[src/rtl/vend_pkg.sv]
// Shared vending-machine definitions.
//   - coll_state_t : coin_collector transaction states
//   - DEFAULT_CURRENCY_WIDTH / DEFAULT_ITEM_ADDR_WIDTH : data widths shared
//     between coin_collector and output_logic
package vend_pkg;

  localparam int DEFAULT_CURRENCY_WIDTH  = 7;
  localparam int DEFAULT_ITEM_ADDR_WIDTH = 10;

  typedef enum logic [2:0] {
    ST_IDLE,
    ST_COLLECT,
    ST_REQUEST,
    ST_WAIT,
    ST_REFUND
  } coll_state_t;

endpackage : vend_pkg

[src/rtl/inactivity_timer.sv]
// Inactivity timer for the coin collector.
// Counts enabled cycles since the last reload. 'expired' is high during the
// TIMEOUT_CYCLES-th consecutive enabled cycle after a reload; the owner
// decides whether to act on it.
// Ports:
//   clk     in  clock, rising edge
//   rstn    in  synchronous active-low reset
//   enable  in  count this cycle
//   reload  in  restart the count (wins over enable)
//   expired out timeout reached in this cycle (combinational from count)
module inactivity_timer #(
  parameter int TIMEOUT_CYCLES = 1000
) (
  input  logic clk,
  input  logic rstn,
  input  logic enable,
  input  logic reload,
  output logic expired
);

  localparam int              CNT_W = $clog2(TIMEOUT_CYCLES + 1);
  localparam logic [CNT_W-1:0] LAST = CNT_W'(TIMEOUT_CYCLES - 1);

  logic [CNT_W-1:0] count_q, count_d;

  always_comb begin
    // NOTE: default assignment first so every path drives count_d and no latch is inferred.
    count_d = count_q;
    if (reload) begin
      count_d = '0;
    end else if (enable && (count_q != LAST)) begin
      // Saturate at LAST; the owner leaves the counting state on expiry.
      count_d = count_q + 1'b1;
    end
  end

  // NOTE: sequential state is updated with non-blocking assignments only.
  always_ff @(posedge clk) begin
    if (!rstn) begin
      count_q <= '0;
    end else begin
      count_q <= count_d;
    end
  end

  assign expired = enable && (count_q == LAST);

endmodule : inactivity_timer

[src/rtl/coin_collector.sv]
// Vending-machine transaction front end.
// Accumulates coin credit, latches the item selection, issues a one-cycle
// dispense request to output_logic, watches dispense_valid within a response
// window, and refunds credit on cancel or inactivity timeout.
// Ports (all outputs registered):
//   clk, rstn              clock / synchronous active-low reset
//   coin_valid, coin_value coin insertion strobe and value (0 is rejected)
//   select_valid, select_item  selection strobe and item address
//   cancel                 customer cancel strobe
//   dispense_valid         success indication from output_logic
//   dispense_enable        one-cycle dispense request
//   item_selected          latched item address
//   total_currency         accumulated credit
//   coin_accept/coin_reject coin outcome pulses
//   refund_valid/refund_amount refund pulse and held amount
//   busy                   high in REQUEST, WAIT and REFUND
module coin_collector
  import vend_pkg::*;
#(
  parameter int CURRENCY_WIDTH  = DEFAULT_CURRENCY_WIDTH,
  parameter int ITEM_ADDR_WIDTH = DEFAULT_ITEM_ADDR_WIDTH,
  parameter int TIMEOUT_CYCLES  = 1000,
  parameter int RESP_WINDOW     = 2
) (
  input  logic                       clk,
  input  logic                       rstn,
  input  logic                       coin_valid,
  input  logic [CURRENCY_WIDTH-1:0]  coin_value,
  input  logic                       select_valid,
  input  logic [ITEM_ADDR_WIDTH-1:0] select_item,
  input  logic                       cancel,
  input  logic                       dispense_valid,
  output logic                       dispense_enable,
  output logic [ITEM_ADDR_WIDTH-1:0] item_selected,
  output logic [CURRENCY_WIDTH-1:0]  total_currency,
  output logic                       coin_accept,
  output logic                       coin_reject,
  output logic                       refund_valid,
  output logic [CURRENCY_WIDTH-1:0]  refund_amount,
  output logic                       busy
);

  localparam int            WIN_W    = $clog2(RESP_WINDOW + 1);
  localparam logic [WIN_W-1:0] WIN_LAST = WIN_W'(RESP_WINDOW - 1);

  coll_state_t                state_q, state_d;
  logic [CURRENCY_WIDTH-1:0]  total_q, total_d;
  logic [ITEM_ADDR_WIDTH-1:0] item_q, item_d;
  logic [CURRENCY_WIDTH-1:0]  refund_amt_q, refund_amt_d;
  logic [WIN_W-1:0]           win_q, win_d;
  logic                       den_q, den_d;
  logic                       acc_q, acc_d;
  logic                       rej_q, rej_d;
  logic                       rv_q, rv_d;
  logic                       busy_q, busy_d;

  logic                       coin_add;
  logic                       timer_expired;
  logic [CURRENCY_WIDTH:0]    coin_sum;
  logic                       coin_fits;

  // One extra bit catches overflow; an overflowing or zero coin is returned
  // untouched rather than saturating or wrapping the credit.
  assign coin_sum  = {1'b0, total_q} + {1'b0, coin_value};
  assign coin_fits = !coin_sum[CURRENCY_WIDTH] && (coin_value != '0);

  // Held at zero outside COLLECT, so every entry (first coin or failed
  // dispense) starts a fresh timeout; accepted coins restart it as well.
  inactivity_timer #(
    .TIMEOUT_CYCLES(TIMEOUT_CYCLES)
  ) u_timer (
    .clk    (clk),
    .rstn   (rstn),
    .enable (state_q == ST_COLLECT),
    .reload ((state_q != ST_COLLECT) || coin_add),
    .expired(timer_expired)
  );

  always_comb begin
    state_d      = state_q;
    total_d      = total_q;
    item_d       = item_q;
    refund_amt_d = refund_amt_q;
    win_d        = win_q;
    den_d        = 1'b0;
    rv_d         = 1'b0;
    coin_add     = 1'b0;

    unique case (state_q)
      ST_IDLE: begin
        if (coin_valid && coin_fits) begin
          coin_add = 1'b1;
          total_d  = coin_sum[CURRENCY_WIDTH-1:0];
          state_d  = ST_COLLECT;
        end
      end
      ST_COLLECT: begin
        if (cancel) begin
          state_d = ST_REFUND;
        end else if (select_valid && (total_q != '0)) begin
          item_d  = select_item;
          state_d = ST_REQUEST;
        end else if (coin_valid && coin_fits) begin
          coin_add = 1'b1;
          total_d  = coin_sum[CURRENCY_WIDTH-1:0];
        end else if (timer_expired) begin
          state_d = ST_REFUND;
        end
      end
      ST_REQUEST: begin
        den_d   = 1'b1;
        win_d   = '0;
        state_d = ST_WAIT;
      end
      ST_WAIT: begin
        if (dispense_valid) begin
          // Change is returned downstream, so the credit is simply consumed.
          total_d = '0;
          state_d = ST_IDLE;
        end else if (win_q == WIN_LAST) begin
          state_d = ST_COLLECT;
        end else begin
          win_d = win_q + 1'b1;
        end
      end
      ST_REFUND: begin
        rv_d         = 1'b1;
        refund_amt_d = total_q;
        total_d      = '0;
        state_d      = ST_IDLE;
      end
      default: begin
        state_d = ST_IDLE;
      end
    endcase

    // Any coin not added to the credit goes back to the customer.
    acc_d  = coin_add;
    rej_d  = coin_valid && !coin_add;
    busy_d = state_d inside {ST_REQUEST, ST_WAIT, ST_REFUND};
  end

  always_ff @(posedge clk) begin
    if (!rstn) begin
      state_q      <= ST_IDLE;
      total_q      <= '0;
      item_q       <= '0;
      refund_amt_q <= '0;
      win_q        <= '0;
      den_q        <= 1'b0;
      acc_q        <= 1'b0;
      rej_q        <= 1'b0;
      rv_q         <= 1'b0;
      busy_q       <= 1'b0;
    end else begin
      state_q      <= state_d;
      total_q      <= total_d;
      item_q       <= item_d;
      refund_amt_q <= refund_amt_d;
      win_q        <= win_d;
      den_q        <= den_d;
      acc_q        <= acc_d;
      rej_q        <= rej_d;
      rv_q         <= rv_d;
      busy_q       <= busy_d;
    end
  end

  assign dispense_enable = den_q;
  assign item_selected   = item_q;
  assign total_currency  = total_q;
  assign coin_accept     = acc_q;
  assign coin_reject     = rej_q;
  assign refund_valid    = rv_q;
  assign refund_amount   = refund_amt_q;
  assign busy            = busy_q;

endmodule : coin_collector

[config.mk]
export PLATFORM = sky130hd
export DESIGN_NAME = coin_collector
export DESIGN_NICKNAME = d
export VERILOG_FILES = /design/src/rtl/vend_pkg.sv /design/src/rtl/inactivity_timer.sv /design/src/rtl/coin_collector.sv
export SDC_FILE = /design/constraint.sdc
export NUM_CORES = 1
export LEC_CHECK = 0
export ABC_AREA = 1
export CAP_MARGIN = 20
export CORE_MARGIN = 3
export CORE_UTILIZATION = 54
export CTS_BUF_LIST = sky130_fd_sc_hd__clkbuf_16
export CTS_CLUSTER_DIAMETER = 100
export DETAILED_ROUTE_END_ITERATION = 10
export PLACE_DENSITY = 0.94
export SLEW_MARGIN = 10
export SYNTH_ARGS = -nofsm -noshare
export SYNTH_HDL_FRONTEND = slang
export SYNTH_SLANG_ARGS = --single-unit
[constraint.sdc]
create_clock -name clk -period 4.1 [get_ports clk]
set_input_delay 0.615 -clock clk [delete_from_list [all_inputs] [get_ports clk]]
set_output_delay 0.615 -clock clk [all_outputs]
set_load 0.03 [all_outputs]
Word-level counts from Yosys, hierarchy flattened
Index checks and enable logic that the tools add are counted.
{"block": "totals", "elab_cells": 73, "in_bits": 23, "output_inout_bits": 29, "memories": 0, "regBits": 44, "latchBits": 0, "ram_bits": 0, "mem_bits_ro": 0}
{"block": "op_classes", "eq_ne": 16, "shift": 0, "mux": 22, "multipliers": 0, "bitwise_logic": 2, "n_div": 0, "n_reduce_logical": 19, "order_cmp": 0, "add_sub_neg": 3}
{"operator": "7-bit two-way mux", "count": 4}
{"operator": "7-bit case mux with 4 select lines", "count": 1}
{"operator": "3-bit two-way mux", "count": 7}
{"operator": "7-bit nonzero test", "count": 2}
{"operator": "3-bit by 2-bit == test with 1-bit output (second input constant)", "count": 4}
{"operator": "3-bit case mux with 4 select lines", "count": 1}
{"operator": "10-bit by 1-bit adder with 10-bit output (second input constant)", "count": 1}
{"operator": "10-bit == test (second input constant)", "count": 1}
{"operator": "10-bit inequality test (second input constant)", "count": 1}
{"operator": "2-bit inequality test (second input constant)", "count": 5}
{"operator": "7-bit by 7-bit adder with 8-bit output", "count": 1}
{"operator": "3-bit == test (second input constant)", "count": 2}
{"operator": "1-bit logical AND", "count": 6}
{"operator": "3-bit AND reduction", "count": 2}
{"operator": "1-bit two-way mux", "count": 5}
{"operator": "2-bit two-way mux", "count": 2}
{"operator": "2-bit case mux with 2 select lines", "count": 1}
{"operator": "4-bit AND reduction", "count": 1}
{"operator": "4-bit nonzero test", "count": 1}
{"operator": "3-bit by 1-bit == test with 1-bit output (second input constant)", "count": 1}
{"operator": "3-bit logical NOT", "count": 1}
{"operator": "3-bit by 1-bit inequality test with 1-bit output (second input constant)", "count": 1}
{"operator": "3-bit nonzero test", "count": 1}
{"operator": "2-bit by 1-bit adder with 2-bit output (second input constant)", "count": 1}
{"operator": "other kinds (7)", "count": 9}

Logic depth before layout (Yosys ltp)
Gate-level depths: netlist of run 1.
{"block": "logic_depth", "ltp_word": 10, "mapped_depth": 12, "depth_no_buf": 12}

By module
Synthesis of run 1 repeated with hierarchy kept, for this count alone.
{"block": "hier_totals", "cells_unflattened": 322, "area_unflattened_um2": 2366.0}
{"mod": "coin_collector", "cells_per_inst": 231, "area_per_inst_um2": 1759.2, "instances": 1, "seq_area_each_um2": 680.7}
{"mod": "inactivity_timer", "cells_per_inst": 91, "area_per_inst_um2": 606.8, "instances": 1, "seq_area_each_um2": 200.2}

Worst setup path after synthesis of run 1
OpenSTA, ideal clock, no wires.
{"block": "synth_path", "kind": "reg-to-reg", "startpoint": "register total_q[0], in the netlist total_currency[0]", "endpoint": "register total_q[4], in the netlist total_currency[4]", "path_stages_with_launch": 10, "slack_ns": 2.301, "required_ns": 3.968, "path_buffers": 0, "synth_period_minus_slack_ns": 1.799, "setup_ns": 0.132, "t_arrival_ns": 1.667, "cell_sequence": "dfxtp_1 > ha_1 > inv_1 > fa_1 > inv_1 > nand3_1 > nand3_1 > xnor2_1 > nand3b_1 > a21oi_1"}
{"block": "synth_between", "elab_chain_len": 8, "word_cells_on_any_way": 12, "classes_between": "add/sub: 1; eq/ne: 1; mux: 4; reduce/logical: 6"}
{"item": "from (decl)", "line_no": "coin_collector.sv:47", "text": "logic [CURRENCY_WIDTH-1:0] total_q, total_d;"}
{"item": "from (signal assigned)", "line_no": "coin_collector.sv:157", "text": "total_q <= total_d;"}
{"item": "7-bit by 7-bit adder with 8-bit output", "line_no": "coin_collector.sv:64", "text": "assign coin_sum = {1'b0, total_q} + {1'b0, coin_value};"}
{"item": "1-bit logical NOT", "line_no": "coin_collector.sv:65", "text": "assign coin_fits = !coin_sum[CURRENCY_WIDTH] && (coin_value != '0);"}
{"item": "1-bit logical AND", "line_no": "coin_collector.sv:65"}
{"item": "1-bit logical AND", "line_no": "coin_collector.sv:91, coin_collector.sv:103"}
{"item": "7-bit two-way mux", "line_no": "coin_collector.sv:91, coin_collector.sv:103"}
{"item": "7-bit two-way mux", "line_no": "coin_collector.sv:100", "text": "end else if (select_valid && (total_q != '0)) begin"}
{"item": "7-bit two-way mux", "line_no": "coin_collector.sv:98", "text": "if (cancel) begin"}
{"item": "7-bit case mux with 4 select lines", "line_no": "coin_collector.sv:89", "text": "unique case (state_q)"}
Parallel ways exist; a longest one is shown, timed or not. The select of a mux whose other input is x is not followed.
A chain may end at the register's enable or synchronous reset.

Final worst setup path of run 1
{"block": "layout_path", "startpoint": "input port coin_value[0]", "endpoint": "register total_q[6], in the netlist total_currency[6]"}
{"block": "layout_between", "elab_chain_len": 8, "word_cells_on_any_way": 9, "classes_between": "add/sub: 1; mux: 4; reduce/logical: 4"}
{"item": "from (decl)", "line_no": "coin_collector.sv:28", "text": "input logic [CURRENCY_WIDTH-1:0] coin_value,"}
{"item": "7-bit by 7-bit adder with 8-bit output", "line_no": "coin_collector.sv:64"}
{"item": "1-bit logical NOT", "line_no": "coin_collector.sv:65"}
{"item": "1-bit logical AND", "line_no": "coin_collector.sv:65"}
{"item": "1-bit logical AND", "line_no": "coin_collector.sv:91, coin_collector.sv:103"}
{"item": "7-bit two-way mux (*)", "line_no": "coin_collector.sv:91, coin_collector.sv:103"}
{"item": "7-bit two-way mux", "line_no": "coin_collector.sv:100"}
{"item": "7-bit two-way mux", "line_no": "coin_collector.sv:98"}
{"item": "7-bit case mux with 4 select lines (*)", "line_no": "coin_collector.sv:89"}
Mark *: on every way between the ends. The rest lies on a longest branch, timed or not. The select of a mux whose other input is x is not followed.

==> run metrics, run 1 <==
clk_lat worst skew 0.28 ns; RSZ-0062 raised after global routing no; grt met2 use 40.58%; # resized after CTS 0; Area contributors post-synth dfxtp_1 39%, nand2_1 10%, nor2_1 8.2%; core area between 3000 and 4000 um2; synth warn 0; Synth-to-Final Area Change 29.41%; Worst slew margin about half; Mapped Area approximately 2300 um2; DRT antenna net count 0; CTS Root Buffer Type clkbuf_16; setup TNS 0 ns; first-pass iteration count of the detailed router 4; # port buffers 51; r2r startpoint state_q[0]$_SDFF_PN0_; Max Root-Sink Buffers 2; final WL 5.553 mm; Seq cells post-synth 44; first-pass GRT wire length 9.618 mm; dpl hpwl just over 4 mm; Period Utilization, post-route 55.33%; Setup Skew 0.003603 ns; DRC errors left 0; number of I/O pins 52; CP cell instances clkdlybuf4s50_1 -> ha_1 -> inv_1 -> fa_1 -> inv_1 -> nand4_1 -> nand3_1 -> nand2_1 -> nand2_1 -> nand3_1 -> a21oi_1; clock-pin slew on the worst setup and hold paths 0.06 ns; outcome finished clean; Crit. Startpoint coin_value[0]; pre-CTS WS roughly 1.7 ns; Nets 397; Mapped Cells 314; Final Max Slew Viols 0; Max H-tree Level 2; via count 2195; grt peak-use layer met2; Synth cell types 28; Die ar. between 5000 and 6000 um2; vias per cell 5.315; Tot GR Track Use 23.24%; layout cell share with drive strength beyond 1 7.397%; Max IR drop VDD 0.0003145 V; die height between 70 and 80 um; Fill cells 301; minimum clock period 2.268 ns; CP max-delay cell clkdlybuf4s50_1; drt first-iter violations approximately 190; WL/cell 13.45 um; startpoint types primary input; # rows 22; # diodes 0; initial core utilization 59.06%; Reg2Reg Setup Slack 2.07 ns; crit path kind primary input to flip-flop; Fmax achieved 440.8 MHz; Die W 70.92 um; Seq/Total Area, Yosys 38.70%; met3 usage under 10%; Leakage 0.001198 uW; Final setup viols 0; Hold Crit Start item_selected[3]$_SDFFE_PN0P_; pin count of the biggest net entering global routing 24; Mapped Avg Cell Area 7.248 um2; CTS buffer count 5; area leader, netlist dfxtp_1; Tightest Pin Transition 0.7649 ns; HP Class flip-flop to flip-flop; number of max-cap violations 0; GR Util met1 between 20 and 30%; vias in the first global route 2159; TritonCTS clock tree done; Post-CTS Hold Buffers 0; final worst setup slack about 1.8 ns; post-synth net total 347; slowest stage delay, CP 0.48 ns; worst path arrival time 2.46 ns; CP required 4.29 ns; Crit Path Max Fanout 2; grt total ovfl 0; final hold violation count 0; clk sinks 44; GPL Wtd Cong 0.8698; CP Capture Type flip-flop; initial antenna violation count 0; Post-CTS Setup Inserts 0; power density over the cells 461.5 nW/um2; post-synth top area share 38.70%
## placed cells by master, fill, tap and decap left out
| cell | count |
|---|---|
| inv_2 | 4 |
| inv_4 | 1 |
| nand3_1 | 27 |
| nor3_2 | 1 |
| a211oi_1 | 1 |
| dfxtp_1 | 44 |
| xnor2_1 | 5 |
| inv_1 | 33 |
| nand2_4 | 5 |
| xor2_1 | 5 |
| clkinv_2 | 2 |
| nand2_2 | 4 |
| nand4_1 | 4 |
| nand3_4 | 2 |
| clkinv_1 | 1 |
| nor2_4 | 1 |
| o21bai_1 | 1 |
| nor4_4 | 1 |
| o21ai_0 | 8 |
| clkdlybuf4s50_1 | 51 |
| nor3_1 | 4 |
| nor2_1 | 50 |
| nand2_1 | 61 |
| a21oi_1 | 30 |
| ha_1 | 9 |
| fa_1 | 1 |
| clkbuf_16 | 5 |
| or2_2 | 1 |
| nand3b_1 | 3 |
## cells by family (layout without fill, tap and decap cells)
group,after synthesis,count (layout),synth area share (%)
AND/OR/NAND/NOR,164,164,34.47
buffers and inverters,46,97,8.136
XOR/XNOR,10,10,3.848
AO/OA/AOI/OAI,40,40,9.016
flip-flops,44,44,38.70
adder cells (fa/ha/maj),10,10,5.828
## area by class of cell
type,count,area (um2),area share [%]
Tap cell,48,60.06,2.039
Sequential cell,44,880.8,29.91
Multi-Input combinational cell,224,1210,41.08
Clock buffer,5,125.1,4.248
Inverter,38,145.1,4.928
Timing Repair Buffer,51,510.5,17.33
Clock inverter,3,13.76,0.4673
## worst paths after layout
check	to	cells past startpoint
hold reg to reg	item_selected[3]$_SDFFE_PN0P_	2
setup reg to reg	item_selected[2]$_SDFFE_PN0P_	5
setup / recovery	total_currency[6]$_SDFFE_PN0P_	11
hold / removal	item_selected[3]$_SDFFE_PN0P_	2
## flip-flops by register name (all words and copies together), names as in the netlist
signal and count:
dispense_enable 1, total_currency 7, item_selected 10, busy 1, win_q 2, coin_reject 1, coin_accept 1, refund_amount 7
state_q 3, refund_valid 1, u_timer.count_q 10
## power breakdown
| part | total (uW) | switching (uW) | internal (uW) |
|---|---|---|---|
| sequential | 509 | 41.9 | 467 |
| combinational | 480 | 296 | 184 |
| clock | 370 | 149 | 221 |
| total | 1360 | 487 | 872 |
## routing by layer
metal / vias up / part of all wire [%]
met5: - / 0
met4: 0 / 1.0
met1: 988 / 41
met3: 9 / 8.4
met2: 93 / 50
li1: 1105 / -
## metrics by stage
stage / power, uW / utilization [%] / cells / hold slack [ns] / instance area [um2]
6_report: 1359 / 76.43 / 413 / 0.4647 / 2945
5_1_grt: 1432 / 76.43 / 413 / 0.4928 / 2945
4_1_cts: 1361 / 76.43 / 413 / 0.4694 / 2945
3_5_place_dp: 987.7 / 72.82 / 405 / 0.4600 / 2806
3_3_place_gp: 974.4 / 72.82 / 405 / 0.4472 / 2806
2_1_floorplan: 842.4 / - / 314 / 0.4393 / 2276
## worst max-delay path: cells and delay by family
kind / cells / cell delay (ns)
buf+inv: 3 / 0.62
simple gates: 5 / 0.47
fa+ha+maj: 2 / 0.57
compound gates: 1 / 0.18
## synth_stat cells
library cell and count:
nand2_1 61, nor2_1 50, dfxtp_1 44, inv_1 33, a21oi_1 30, nand3_1 27
ha_1 9, o21ai_0 8, nand2_4 5, xnor2_1 5, xor2_1 5, clkbuf_1 4
inv_2 4, nand2_2 4, nand4_1 4, nor3_1 4, nand3b_1 3, buf_2 2
buf_4 2, nand3_4 2, a211oi_1 1, fa_1 1, inv_4 1, nor2_4 1
nor3_2 1, nor4_4 1, o21bai_1 1, or2_2 1
Note: power is estimated with default switching activity, not from simulation.
==> run 2: changes to the inputs <==
- CORE_UTILIZATION: 54 -> 50
- PLACE_DENSITY: 0.94 -> 0.89
- clock period: 4.1 -> 2.1 ns (I/O delays scaled with it)
==> run 2 against run 1 <==
  * Critical path depth unchanged
  * Final area up 2.1%
  * Routed wire length down 7.4%
  * Register-to-register slack worse by 1.7 ns
  * Count of clock-buffer cells in the layout unchanged
  * Non-clock buffer count up 8
  * Clock skew about the same
  * Worst setup slack worse by 1.5 ns
  * Clock power up 99%
  * Sequential cell count unchanged
  * Power up 98%
  * Critical path type unchanged
==> run metrics, run 2 (synthesized netlist as in run 1, its figures left out) <==
outcome finished clean; final worst setup slack 0.2885 ns (-1.543 ns); Synth-to-Final Area Change 32.16%; CP Capture Type flip-flop; clk sinks 44 (unchanged); TritonCTS clock tree done; Leakage 0.001237 uW (+3.3%); CTS buffer count 5 (unchanged); Final Max Slew Viols 0 (unchanged); dpl hpwl 3.947 mm (-2.7%); Post-CTS Setup Inserts 0 (unchanged); multi-input logic area 1210 um2 (unchanged); # resized after CTS 0 (unchanged); total chip power 2685 uW (+98%); power density over the cells 892.7 nW/um2 (+93%); grt total ovfl 0 (unchanged); minimum clock period 1.811 ns; pre-CTS WS 0.01157 ns (-1.656 ns); Final setup viols 0 (unchanged); Post-CTS Hold Buffers 0 (unchanged); DRT antenna net count 0 (unchanged); pin count of the biggest net entering global routing 14 (-42%); Max H-tree Level 2 (unchanged); Nets 405 (+2.0%); startpoint types primary input; Period Utilization, post-route between 80% and 90%; Die ar. 5397 um2 (+7.3%); Tightest Pin Transition 0.3519 ns (-0.4129 ns); WL/cell 12.16 um (-9.6%); DRC errors left 0 (unchanged); crit path kind primary input to flip-flop; Crit Path Max Fanout 2 (unchanged); initial antenna violation count 0 (unchanged); Max IR drop VDD 0.0004696 V (+49%); first-pass GRT wire length 8.631 mm (-10%); layout cell share with drive strength beyond 1 9.383% (+2.0 points); # rows 23 (+4.5%); vias per cell 5.139 (-3.3%); number of max-cap violations 0 (unchanged); Die W 73.47 um (+3.6%); setup TNS 0 ns (unchanged); hold slack 0.4694 ns (+0.004678 ns); die height 73.47 um (+3.6%); first-pass iteration count of the detailed router 4 (unchanged); vias in the first global route 2046 (-5.2%); Fill cells 344 (+14%); core area 4202 um2 (+9.0%); CTS Root Buffer Type clkbuf_16; final WL 5.144 mm (-7.4%); clock-pin slew on the worst setup and hold paths 0.06 ns (about the same); Reg area 880.8 um2 (unchanged); Tot GR Track Use 20.37% (-2.9 points); CP required 2.32 ns (-1.97 ns); RSZ-0062 raised after global routing no; clk_lat worst skew 0.28 ns (about the same); Worst slew margin 76.51% (+28 points); drt first-iter violations 166 (-14%); Fmax achieved 552.0 MHz; HP Class flip-flop to flip-flop; GPL Wtd Cong 0.8732 (+0.39%); # port buffers 51 (unchanged); most frequent cells in the layout 61 x nand2_1, 51 x clkdlybuf4s50_1, 50 x nor2_1; number of I/O pins 52 (unchanged); leading cell type in the layout, fill and taps excluded nand2_1; via count 2174 (-0.96%); Setup Skew 0.003624 ns (+0.00002112 ns); worst path arrival time 2.03 ns (-0.43 ns); initial core utilization 54.17% (-4.9 points); # diodes 0 (unchanged); Max Root-Sink Buffers 2 (unchanged); final hold violation count 0 (unchanged)
-- run 2: changes by cell type in the layout (fill, tap and decap cells not counted), sizes merged --
cell	change
buf	+8
-- run 2: power breakdown --
part           switching (uW)  total [uW]  leakage, uW  internal (uW)
combinational             563         954     0.000809            391
sequential               82.5         995     0.000357            912
clock                     305         737    0.0000710            432
-- run 2: final cells by class --
type / count / share of cell area, %
inverter: 38 / 4.825
clock inverter: 3 / 0.4576
timing repair buffer: 59 / 18.97
sequential: 44 / 29.28
clock buffer: 5 / 4.160
multi-input combinational: 224 / 40.22
tap: 50 / 2.080
-- run 2: worst paths after layout --
path | from | endpoint | slack (ns) | cells after the start
max | coin_value[0] | total_currency[6]$_SDFFE_PN0P_ | 0.29 | 11
min | item_selected[7]$_SDFFE_PN0P_ | item_selected[7]$_SDFFE_PN0P_ | 0.47 | 2
max reg2reg | total_currency[0]$_SDFFE_PN0P_ | total_currency[6]$_SDFFE_PN0P_ | 0.34 | 10
min reg2reg | item_selected[7]$_SDFFE_PN0P_ | item_selected[7]$_SDFFE_PN0P_ | 0.47 | 2
-- run 2: worst max-delay path: stages --
cell             delay [ns]
clkdlybuf4s50_1        0.47
ha_1                   0.16
inv_1                  0.06
fa_1                   0.41
inv_1                  0.10
nand4_1                0.13
nand3_1                0.09
nand2_1                0.05
nand2_1                0.05
nand3_1                0.06
a21oi_1                0.14
-- run 2: metal layers --
layer / vias to the layer above / global-route usage [%] / share of wire (%)
li1: 1122 / - / -
met1: 968 / 24.62 / 43
met2: 76 / 33.86 / 49
met3: 8 / 5.472 / 6.7
met4: 0 / 8.652 / 1.5
met5: - / 0 / 0
-- run 2: per-stage QoR --
step / area (um2) / instances / utilization (%)
4_1_cts: 3008 / 423 / 71.59
5_1_grt: 3008 / 423 / 71.59
3_5_place_dp: 2869 / 415 / 68.28
3_3_place_gp: 2869 / 415 / 68.28
2_1_floorplan: 2276 / 314 / -
6_report: 3008 / 423 / 71.59
==> run 3: changes to the inputs <==
- CORE_UTILIZATION: 50 -> 35
- PLACE_DENSITY: 0.89 -> 0.68
==> run 3 against run 2 <==
  * Sequential power fell by 0.7%
  * Die area rose by 39%
  * Via count fell by 1.6%
  * Critical path type unchanged
  * Non-clock buffer count rose by 1
  * Power rose by 0.93%
  * Hold slack got worse by 0.0042 ns
  * Clock power barely moved
  * Core utilization fell by 22 points
  * Sequential cell count did not move
  * Critical path depth fell by 1
==> run metrics, run 3 (synthesized netlist as in run 1, its figures left out) <==
outcome finished clean; vias in the first global route 2033 (-0.64%); # resized after CTS 0 (unchanged); leading cell type in the layout, fill and taps excluded nand2_1; Die ar. 7506 um2 (+39%); HP Class flip-flop to flip-flop; Seq pwr share 36.5% (-0.5 points); via count 2140 (-1.6%); grt total ovfl 0 (unchanged); initial antenna violation count 0 (unchanged); Synth-to-Final Area Change 33.92%; vias per cell 4.766 (-7.3%); WL/cell 12.04 um (-0.97%); layout cell share with drive strength beyond 1 9.358% (-0.025 points); drt first-iter violations 97 (-42%); Nets 406 (+0.25%); Post-CTS Setup Inserts 0 (unchanged); initial core utilization 37.34% (-17 points); RSZ-0062 raised after global routing no; number of max-cap violations 0 (unchanged); first-pass GRT wire length 9.301 mm (+7.8%); GPL Wtd Cong 0.8802 (+0.80%); DRC errors left 0 (unchanged); Period Utilization, post-route 87.63% (+1.4 points); clock-pin slew on the worst setup and hold paths 0.06 ns (about the same); Leakage 0.001241 uW (+0.28%); setup TNS 0 ns (unchanged); final hold violation count 0 (unchanged); Setup Skew 0.004554 ns (+0.0009305 ns); Comb pwr share 36.3% (+0.8 points); Post-CTS Hold Buffers 0 (unchanged); core area 6096 um2 (+45%); Final Instance Area 3048 um2 (+1.3%); Max Root-Sink Buffers 2 (unchanged); worst path arrival time 2.05 ns (+0.02 ns); dpl hpwl 4.212 mm (+6.7%); Psw 966.5 uW (+1.7%); CP required 2.31 ns (about the same); Final Max Slew Viols 0 (unchanged); Post-DP Area 2908 um2 (+1.4%); # diodes 0 (unchanged); Tightest Pin Transition 0.3670 ns (+0.01506 ns); slowest stage delay, CP 0.48 ns (about the same); clk sinks 44 (unchanged); hold slack 0.4652 ns (-0.004159 ns); minimum clock period 1.840 ns (+0.02875 ns); Final setup viols 0 (unchanged); Max H-tree Level 2 (unchanged); CP max-delay cell clkdlybuf4s50_1; Worst slew margin 75.47% (-1.0 points); DRT antenna net count 0 (unchanged); clock power share 27.2% (-0.2 points); power density over the cells 889.2 nW/um2 (-0.40%); Fmax achieved 543.4 MHz (-1.6%); pin count of the biggest net entering global routing 15 (+1); Reg2Reg Setup Slack 0.40 ns (+0.06 ns); most frequent cells in the layout 61 x nand2_1, 51 x clkdlybuf4s50_1, 50 x nor2_1; Crit Path Max Fanout 2 (unchanged); CP Capture Type flip-flop; cell-internal power 1744 uW (+0.52%); number of I/O pins 52 (unchanged); clk_lat worst skew 0.28 ns (about the same); Tot GR Track Use 15.45% (-4.9 points); CTS buffer count 5 (unchanged); CTS Root Buffer Type clkbuf_16; # rows 28 (+22%); Die W 86.64 um (+18%); die height 86.64 um (+18%); first-pass iteration count of the detailed router 4 (unchanged); Max IR drop VDD 0.0004033 V (-14%); # port buffers 51 (unchanged); CP cell instances clkdlybuf4s50_1 -> ha_1 -> inv_1 -> fa_1 -> inv_1 -> nand3_1 -> nand3_1 -> xnor2_1 -> nand3b_1 -> a21oi_1; Sw Ratio 35.66% (+0.26 points); TritonCTS clock tree done; final WL 5.407 mm (+5.1%); crit path kind primary input to flip-flop; startpoint types primary input
-- run 3: cell types whose count changed in the layout (fill, tap and decap cells not counted), sizes merged --
| cell | change |
|---|---|
| clkinvlp | +1 |
| clkinv | -2 |
| inv | +1 |
| buf | +1 |
-- run 3: path summary, 6_finish.rpt --
kind / endpoint / cells after the start / startpoint
worst min register to register: item_selected[2]$_SDFFE_PN0P_ / 2 / item_selected[2]$_SDFFE_PN0P_
worst max-delay path: total_currency[4]$_SDFFE_PN0P_ / 10 / coin_value[0]
worst min-delay path: item_selected[2]$_SDFFE_PN0P_ / 2 / item_selected[2]$_SDFFE_PN0P_
worst max register to register: u_timer.count_q[8]$_SDFFE_PP0P_ / 9 / total_currency[6]$_SDFFE_PN0P_
-- run 3: layer usage --
metal  global-route usage [%]  vias to the layer above  routed length, um
li1                         -                     1122                  -
met1                    19.98                      948               2501
met2                    23.64                       60               2357
met3                    6.559                       10                483
met4                    4.108                        0                 65
met5                        0                        -                  0
-- run 3: worst max-delay path, delay by kind of cell --
family,cells,cell delay [ns]
buffers and inverters,3,0.62
adders and majority gates,2,0.56
xor gates and xnor gates,1,0.07
and+or+nand+nor,3,0.32
AOI/OAI and AO/OA,1,0.15
-- run 3: stage by stage --
| step | utilization, % | instances | total power [uW] | setup WS, ns |
|---|---|---|---|---|
| after global placement | 47.70 | 441 | 1975 | 0.03084 |
| after global routing | 50.00 | 449 | 2887 | 0.1080 |
| after floorplan | - | 314 | 1645 | 0.3010 |
| final | 50.00 | 449 | 2710 | 0.2598 |
| after detailed placement | 47.70 | 441 | 1990 | -0.01154 |
| after CTS | 50.00 | 449 | 2735 | 0.2871 |
-- run 3: cell type report --
cell class | count | area (um2)
fill | 624 | 3048
clock inverter | 3 | 15.01
tap | 75 | 93.84
inverter | 38 | 145.1
sequential | 44 | 880.8
timing repair buffer | 60 | 578.1
clock buffer | 5 | 125.1
multi-input combinational | 224 | 1210
-- run 3: power by group through the flow --
stage | sequential [uW] | combinational (uW) | clock, uW
2_1_floorplan | 1110 | 534 | 0
3_3_place_gp | 1010 | 969 | 0
3_5_place_dp | 1010 | 983 | 0
4_1_cts | 989 | 988 | 758
5_1_grt | 1000 | 1080 | 805
6_report | 988 | 983 | 738
